--- src/rtl/sa_pipe_skid.sv ---
// Registered valid/ready pipe stage with a 2-entry skid buffer; all outputs come straight from flops.
// Optional stall counter ports/logic are built only when SA_PIPE_SKID_STALL_CNT_EN is defined.
module sa_pipe_skid #(
    parameter int DW    = 32,
    parameter int CNT_W = 16
) (
    input  logic             autosa_core_clk,
    input  logic             autosa_core_rstn,
    input  logic             in_vld,
    output logic             in_rdy,
    input  logic [DW-1:0]    in_pd,
    output logic             out_vld,
    input  logic             out_rdy,
    output logic [DW-1:0]    out_pd
`ifdef SA_PIPE_SKID_STALL_CNT_EN
    ,
    input  logic             stall_clr,
    output logic [CNT_W-1:0] stall_cnt
`endif
);

    // State encoding doubles as {out_vld, skid_vld}; 2'b01 is unreachable.
    typedef enum logic [1:0] {
        ST_EMPTY = 2'b00,
        ST_BUSY  = 2'b10,
        ST_FULL  = 2'b11
    } state_e;

    state_e          state_q, state_d;
    logic [DW-1:0]   out_pd_q, out_pd_d;
    logic [DW-1:0]   skid_pd_q, skid_pd_d;
    logic            in_rdy_q, in_rdy_d;
    logic            push_s, pop_s;

    assign push_s  = in_vld & in_rdy_q;
    assign pop_s   = state_q[1] & out_rdy;
    assign out_vld = state_q[1];
    assign out_pd  = out_pd_q;
    assign in_rdy  = in_rdy_q;

    // Next-state and payload routing for the two-entry stage.
    always_comb begin
        state_d   = state_q;
        out_pd_d  = out_pd_q;
        skid_pd_d = skid_pd_q;
        case (state_q)
            ST_EMPTY: begin
                if (push_s) begin
                    out_pd_d = in_pd;
                    state_d  = ST_BUSY;
                end else begin
                    state_d  = ST_EMPTY;
                end
            end
            ST_BUSY: begin
                if (push_s && pop_s) begin
                    out_pd_d  = in_pd;
                    state_d   = ST_BUSY;
                end else if (push_s) begin
                    skid_pd_d = in_pd;
                    state_d   = ST_FULL;
                end else if (pop_s) begin
                    state_d   = ST_EMPTY;
                end else begin
                    state_d   = ST_BUSY;
                end
            end
            ST_FULL: begin
                if (pop_s) begin
                    out_pd_d = skid_pd_q;
                    state_d  = ST_BUSY;
                end else begin
                    state_d  = ST_FULL;
                end
            end
            default: begin
                state_d = ST_EMPTY;
            end
        endcase
        in_rdy_d = ~state_d[0];
    end

    // Stage registers with synchronous active-low reset.
    always_ff @(posedge autosa_core_clk) begin
        if (!autosa_core_rstn) begin
            state_q   <= ST_EMPTY;
            out_pd_q  <= {DW{1'b0}};
            skid_pd_q <= {DW{1'b0}};
            in_rdy_q  <= 1'b1;
        end else begin
            state_q   <= state_d;
            out_pd_q  <= out_pd_d;
            skid_pd_q <= skid_pd_d;
            in_rdy_q  <= in_rdy_d;
        end
    end

`ifdef SA_PIPE_SKID_STALL_CNT_EN
    logic [CNT_W-1:0] stall_q, stall_d;

    assign stall_cnt = stall_q;

    // Saturating stall count; clear wins over a same-cycle increment.
    always_comb begin
        stall_d = stall_q;
        if (stall_clr) begin
            stall_d = {CNT_W{1'b0}};
        end else if (state_q[1] && !out_rdy && (stall_q != {CNT_W{1'b1}})) begin
            stall_d = stall_q + {{(CNT_W-1){1'b0}}, 1'b1};
        end else begin
            stall_d = stall_q;
        end
    end

    // Stall counter register.
    always_ff @(posedge autosa_core_clk) begin
        if (!autosa_core_rstn) begin
            stall_q <= {CNT_W{1'b0}};
        end else begin
            stall_q <= stall_d;
        end
    end
`endif

endmodule

--- config.mk ---
export PLATFORM = sky130hd
export DESIGN_NAME = sa_pipe_skid
export DESIGN_NICKNAME = d
export VERILOG_FILES = /design/src/rtl/sa_pipe_skid.sv
export SDC_FILE = /design/constraint.sdc
export NUM_CORES = 1
export LEC_CHECK = 0
export BUFFER_PORTS_ARGS = -buffer_cell sky130_fd_sc_hd__buf_2
export CAP_MARGIN = 20
export CORE_MARGIN = 2
export CORE_UTILIZATION = 35
export DETAILED_ROUTE_END_ITERATION = 6
export GPL_ROUTABILITY_DRIVEN = 0
export MAX_ROUTING_LAYER = met4
export REMOVE_ABC_BUFFERS = 1
export SLEW_MARGIN = 20
export SYNTH_ARGS = -nofsm -noshare
export SYNTH_HDL_FRONTEND = slang
export SYNTH_SLANG_ARGS = --single-unit
--- constraint.sdc ---
create_clock -name autosa_core_clk -period 1.4 [get_ports autosa_core_clk]
set_clock_uncertainty 0.05 [all_clocks]
set_input_delay 0.07 -clock autosa_core_clk [delete_from_list [all_inputs] [get_ports autosa_core_clk]]
set_output_delay 0.07 -clock autosa_core_clk [all_outputs]
set_load 0.02 [all_outputs]
==> reports/results.ini, run 1 <==
[critical_path]
timing.critical_path.slowest_stage_cell=sky130_fd_sc_hd__dfxtp_2
crit_path_end_kind=flip-flop
critical_path_maximum_fanout=21
critPathRequiredTime_ns=1.61
worst-setup-path-type=reg -> reg
register_to_register_setup_slack_ns=0.06
cp-start-kind=flip-flop
critical_path.cell_chain=a21o_4, and3_2, buf_12, a311oi_2
crit_family=compound AO/OA/AOI/OAI gates
worst-endpoint-arrival_ns=1.55
crit_buf_inv=1
cp_slowest_stage_delay_ns=0.39

[flow_run]
drv.max_cap_violation_count=0

[power_and_ir_drop]
cellLeakagePower_uw=0.001639
seq_power_share=0.434
clock_power_share=0.380
power.share.switching=0.2789
power_report.internal_total_uw=3446
irDropWorstVdd_uv=510.3
combinational_group_share_of_total_power=0.185
switching_power_uw=1332
power_density_nw_per_um2=1134

[sta]
worst_hold_slack_ns=0.09368
final_max_slew_viol_count=0
finalHoldViolCount=0
min_period_over_period=0.9583
finalCriticalPeriod_ns=1.342
timing.final.setup_violations=0
final.setup.tns_ns=0
maxSlewHeadroom=0.7792
worst-slew-pin-transition_ns=0.3312
fmax_ghz=0.7454
rsz0062_at_grt=false

[global_routing]
grt_pass1_wl_mm=14.37
groute.usage.overall=0.1895
first_global_vias=2855
grt_antenna_before_repair=0
grt_start_max_net_pins=41
grt_remaining_overflow=0

[final_layout]
fillers=889
fraction_of_final_layout_cells_with_drive_strength_greater_than_1=0.3377
antenna_cells=0
finish.cell_count_without_fillers=561
synthToLayoutAreaGrowth_pct=35.70
final_nets=484

[hold_path]
hold_class=in -> reg

[routing]
drt_pre_antenna_iters=7
detail_route.drc_violations=0
route.detailed.wl_per_inst_um=15.58
route.antenna.remaining_nets=0
wl_mm=8.743
vias=3069
detailed_router_s_first_iteration_violation_count=326
vias_per_cell=5.471

[floorplan]
boundaryPins=70
core_region_area_um2=8678
fp.dieArea_um2=9642
die_height_um=98.20
std_cell_rows=34
fp.dieW_um=98.20
initial_core_util=0.3578

[synth]
synth_area_leader_cell=sky130_fd_sc_hd__dfxtp_1
synth_area_um2=3105
synthTopCellsByArea=sky130_fd_sc_hd__dfxtp_1 (43%), sky130_fd_sc_hd__a311oi_2 (15%), sky130_fd_sc_hd__nand3_1 (10%), sky130_fd_sc_hd__a31oi_1 (6.4%), sky130_fd_sc_hd__a21oi_1 (5.3%)
synth_seq_cells=67
synth.yosys.seq_area_share=0.4319
syn-instance-count=352
ys_warn_count=0
synth_top_cell_area_share=0.4319
post_synth_num_cell_types=21
synthesis.area_per_instance_um2=8.822

[clock_network]
clock-root-buffer=sky130_fd_sc_hd__clkbuf_8
cts_max_path_buffers=2
cts_tree=built
clock_insertion_delay_worst_skew_ns=0.34
number_of_buffers_inserted_by_post_cts_setup_repair=0
htreeDepth=3
cts_num_sinks=67
numCtsBuffers=9
worst_setup_hold_path_clk_slew_ns=0.07

[place]
buffer_ports.inserted=69
dp.final_hpwl_mm=5.670
placedCellCount=512

[outcome]
result_of_the_run=completed

==> worst paths after layout <==
path,from,endpoint,depth (start not counted)
setup / recovery,state_q[0],out_pd[20],4
hold / removal,out_rdy,state_q[1],4
setup reg to reg,state_q[0],out_pd[20],4
hold reg to reg,skid_pd_q[6],skid_pd_q[6],2
==> worst min-delay path, delay by kind of cell <==
kind | cells | cell delay [ns]
compound gates | 2 | 0.21
buf+inv | 2 | 0.17
==> placed cells by master, fill, tap and decap left out, types with 6 or more instances in the layout <==
master,instances
sky130_fd_sc_hd__buf_2,69
sky130_fd_sc_hd__nand2_1,33
sky130_fd_sc_hd__dlygate4sd3_1,33
sky130_fd_sc_hd__o21ai_0,33
sky130_fd_sc_hd__nand3_1,65
sky130_fd_sc_hd__clkbuf_8,10
sky130_fd_sc_hd__dfxtp_1,65
sky130_fd_sc_hd__buf_12,6
sky130_fd_sc_hd__a31oi_1,32
sky130_fd_sc_hd__buf_4,23
sky130_fd_sc_hd__a21oi_1,33
sky130_fd_sc_hd__a311oi_2,30
==> synthesized netlist by cell type (all sizes together) <==
library cell,count
o21ai,33
a21oi,33
nand3b,1
a31oi,32
a21o,1
inv,3
nor2b,1
nand2,33
a311oi,32
and3,1
clkbuf,25
nand3,65
dfxtp,67
nand2b,2
and3b,1
buf,22
==> sequential cells by signal, indices dropped and copies added (netlist names) <==
register and cells:
state_q 2, out_pd 32, skid_pd_q 32, in_rdy 1
==> layout make-up <==
class	instances	area (µm²)	area share
multi-input cells	235	1518	0.3602
well taps	108	135.1	0.03207
inverters	3	11.26	0.002672
repair buffers	132	979.7	0.2325
clock inverters	6	88.84	0.02108
clock buffers	10	137.6	0.03266
flip-flops and latches	67	1344	0.3189
==> kinds of logic (layout without fill, tap and decap cells) <==
kind of cell	count (synthesis)	count (layout)	synth area share
compound gates	131	131	0.3263
simple gates	104	104	0.1604
flops	67	67	0.4319
buf+inv	50	151	0.08139
==> what timing repair did <==
action                                  4_1_cts  5_1_grt
pin swaps                                     0        0
endpoints found under the setup margin        2       11
gates resized for setup                       1        1
hold buffers                                 33        0
endpoints found under the hold margin        66        0
gates cloned                                  0        0
==> routing by layer <==
layer | part of all wire | wire length [µm] | track usage
met1 | 0.46 | 4032 | 0.2471
met3 | 0.071 | 618 | 0.04653
met2 | 0.46 | 4001 | 0.2950
met5 | 0 | 0 | -
met4 | 0.010 | 89 | 0.05163
==> power groups by stage <==
stage	sequential (µW)	combinational [µW]	clock, µW
floorplan	2230	350	0
global placement	2120	806	0
detailed placement	2120	816	0
CTS	2080	888	1870
global route	2090	957	1960
finish	2080	885	1820
==> per-stage QoR <==
step	power, µW	area [µm²]	setup WS [ns]	util
after floorplan	2583	2864	-2.070	-
after global placement	2922	3652	0.07694	0.4208
after detailed placement	2933	3652	0.004766	0.4208
after CTS	4830	4210	0.04407	0.4852
after global routing	5004	4214	0.005467	0.4856
final	4778	4214	0.05836	0.4856
(Power assumes the default switching activity.)
==> run 2, diff against run 1 <==
--- a/config.mk
+++ b/config.mk
@@ -7,11 +7,15 @@
 export LEC_CHECK = 0
 export BUFFER_PORTS_ARGS = -buffer_cell sky130_fd_sc_hd__buf_2
 export CAP_MARGIN = 20
+export CELL_PAD_IN_SITES_DETAIL_PLACEMENT = 1
+export CELL_PAD_IN_SITES_GLOBAL_PLACEMENT = 1
+export CORE_ASPECT_RATIO = 1.5
 export CORE_MARGIN = 2
 export CORE_UTILIZATION = 35
 export DETAILED_ROUTE_END_ITERATION = 6
 export GPL_ROUTABILITY_DRIVEN = 0
 export MAX_ROUTING_LAYER = met4
+export PLACE_DENSITY_LB_ADDON = 0.1
 export REMOVE_ABC_BUFFERS = 1
 export SLEW_MARGIN = 20
 export SYNTH_ARGS = -nofsm -noshare
==> run 2 against run 1 <==
Against the previous run: register-to-register slack is essentially flat; clock power grew 36%; worst hold slack gained 0.034 ns; sequential power is essentially flat; via count is 2.4% higher; total power grew 14%; count of clock-buffer cells in the layout up 1; cell count rose by 0.36%; non-clock buffer count did not move; final area grew 1.8%; sequential share of layout area fell by 0.58 points; largest cell class unchanged.
==> reports/results.ini, run 2 (synthesis gave the netlist of run 1 again) <==
[outcome]
result_of_the_run=completed

[final_layout]
antenna_cells=0
fraction_of_final_layout_cells_with_drive_strength_greater_than_1=0.3400
final_nets=484
combined_area_of_the_multi_input_logic_cells_um2=1529
postLayoutCoreUtil=0.4920
fillers=1060
area.sequential_um2=1344
synthToLayoutAreaGrowth_pct=38.20
leading_cell_type_in_the_layout_fill_and_taps_excluded=sky130_fd_sc_hd__buf_2
finish.cell_count_without_fillers=563
final_cell_mix=sky130_fd_sc_hd__buf_2 (69), sky130_fd_sc_hd__nand3_1 (65), sky130_fd_sc_hd__dfxtp_1 (65)

[critical_path]
critPathRequiredTime_ns=1.59
worst-endpoint-arrival_ns=1.51
cp_slowest_stage_delay_ns=0.37
timing.critical_path.slowest_stage_cell=sky130_fd_sc_hd__dfxtp_2
cp-start-kind=flip-flop
register_to_register_setup_slack_ns=0.07
critical_path_maximum_fanout=9
rr_endpoint=out_pd[20]
crit_buf_inv=1
crit_family=compound AO/OA/AOI/OAI gates
crit_path_end_kind=flip-flop
ff2ff_path_depth=4
critical_path.cell_chain=a21o_4, and3_2, buf_4, a311oi_2
worst-setup-path-type=reg -> reg
regToRegStartpoint=state_q[0]

[global_routing]
grt_remaining_overflow=0
groute.usage.overall=0.2270
grt_pass1_wl_mm=16.45
grt_start_max_net_pins=66
first_global_vias=3220
grt_antenna_before_repair=0

[clock_network]
htreeDepth=3
worst_setup_hold_path_clk_slew_ns=0.05
clock_insertion_delay_worst_skew_ns=0.32
cts_num_sinks=67
clock-root-buffer=sky130_fd_sc_hd__clkbuf_16
cts_tree=built
cts_max_path_buffers=2
number_of_buffers_inserted_by_post_cts_setup_repair=0
numCtsBuffers=9

[hold_path]
whs_endpoint=state_q[1]
holdPathStages=4
worst_min_delay_path_startpoint=out_rdy
hold_class=in -> reg

[sta]
finalCriticalPeriod_ns=1.327
final_max_slew_viol_count=0
min_period_over_period=0.9478
rsz0062_at_grt=false
final.setup.worst_slack_ns=0.07303
maxSlewHeadroom=0.7443
timing.final.setup_violations=0
final.setup.tns_ns=0
worst-slew-pin-transition_ns=0.3836
finalHoldViolCount=0
fmax_ghz=0.7536

[floorplan]
fp.dieArea_um2=9658
core_region_area_um2=8723
boundaryPins=70
die_height_um=119.4
initial_core_util=0.3560
std_cell_rows=42
fp.dieW_um=80.91

[power_and_ir_drop]
irDropWorstVdd_uv=785.3
combinational_group_share_of_total_power=0.164
switching_power_uw=1409
power_density_nw_per_um2=1269
report.power.total_uw=5447
power_report.internal_total_uw=4038
power.share.switching=0.2586
seq_power_share=0.382
cellLeakagePower_uw=0.001681
clock_power_share=0.454

[flow_run]
drv.max_cap_violation_count=0

[place]
pre_cts_slack_ns=0.08323
placedCellCount=514
dp.final_hpwl_mm=6.261
buffer_ports.inserted=69

[routing]
vias=3142
detailed_router_s_first_iteration_violation_count=124
route.detailed.wl_per_inst_um=17.77
wl_mm=10.00
vias_per_cell=5.581
route.antenna.remaining_nets=0
detail_route.drc_violations=0
drt_pre_antenna_iters=4

## run 2: power groups by stage
stage	clock (µW)	sequential (µW)	combinational, µW
6_report	2470	2080	895
5_1_grt	2630	2090	972
4_1_cts	2530	2080	900
3_3_place_gp	0	2120	813
2_1_floorplan	0	2230	350
3_5_place_dp	0	2120	829
## run 2: area by class of cell
cell class | instances | share of cell area
Inverter | 3 | 0.002624
Clock inverter | 5 | 0.01749
Tap cell | 110 | 0.03207
Sequential cell | 67 | 0.3131
Multi-Input combinational cell | 235 | 0.3563
Clock buffer | 11 | 0.05889
Timing Repair Buffer | 132 | 0.2195
## run 2: layer usage
layer,GRT usage,up-vias,routed length [µm]
met3,0.03939,13,343
met5,-,-,0
met4,0.08369,0,164
met1,0.2771,1559,4199
li1,-,1506,-
met2,0.3704,64,5297
## run 2: how the worst max path moves through the flow
stage	startpoint	end	slack [ns]	cells after the start
final	state_q[0]	out_pd[20]	0.07	4
after global routing	state_q[1]	out_pd[20]	0.003	4
after CTS	in_rdy	out_pd[14]	0.06	4
after detailed placement	in_rdy	out_pd[14]	0.08	4
after global placement	state_q[1]	out_pd[9]	0.13	4
after floorplan	state_q[1]	out_pd[0]	-2.07	3
## run 2: repair_timing
action	4_1_cts	5_1_grt
endpoints found under the setup margin	0	9
gates resized for setup	0	2
hold buffers	33	0
endpoints found under the hold margin	56	0
## run 2: tightest hold or removal path, delay by kind of cell
family	cells	cell delay (ns)
AO/OA/AOI/OAI	2	0.22
buffers and inverters	2	0.18
## run 2: stage by stage
stage	cell area [µm²]	hold slack [ns]
2_1_floorplan	2864	0.1129
3_3_place_gp	3623	0.2511
3_5_place_dp	3623	0.2545
4_1_cts	4282	0.1218
5_1_grt	4292	0.1407
6_report	4292	0.1277
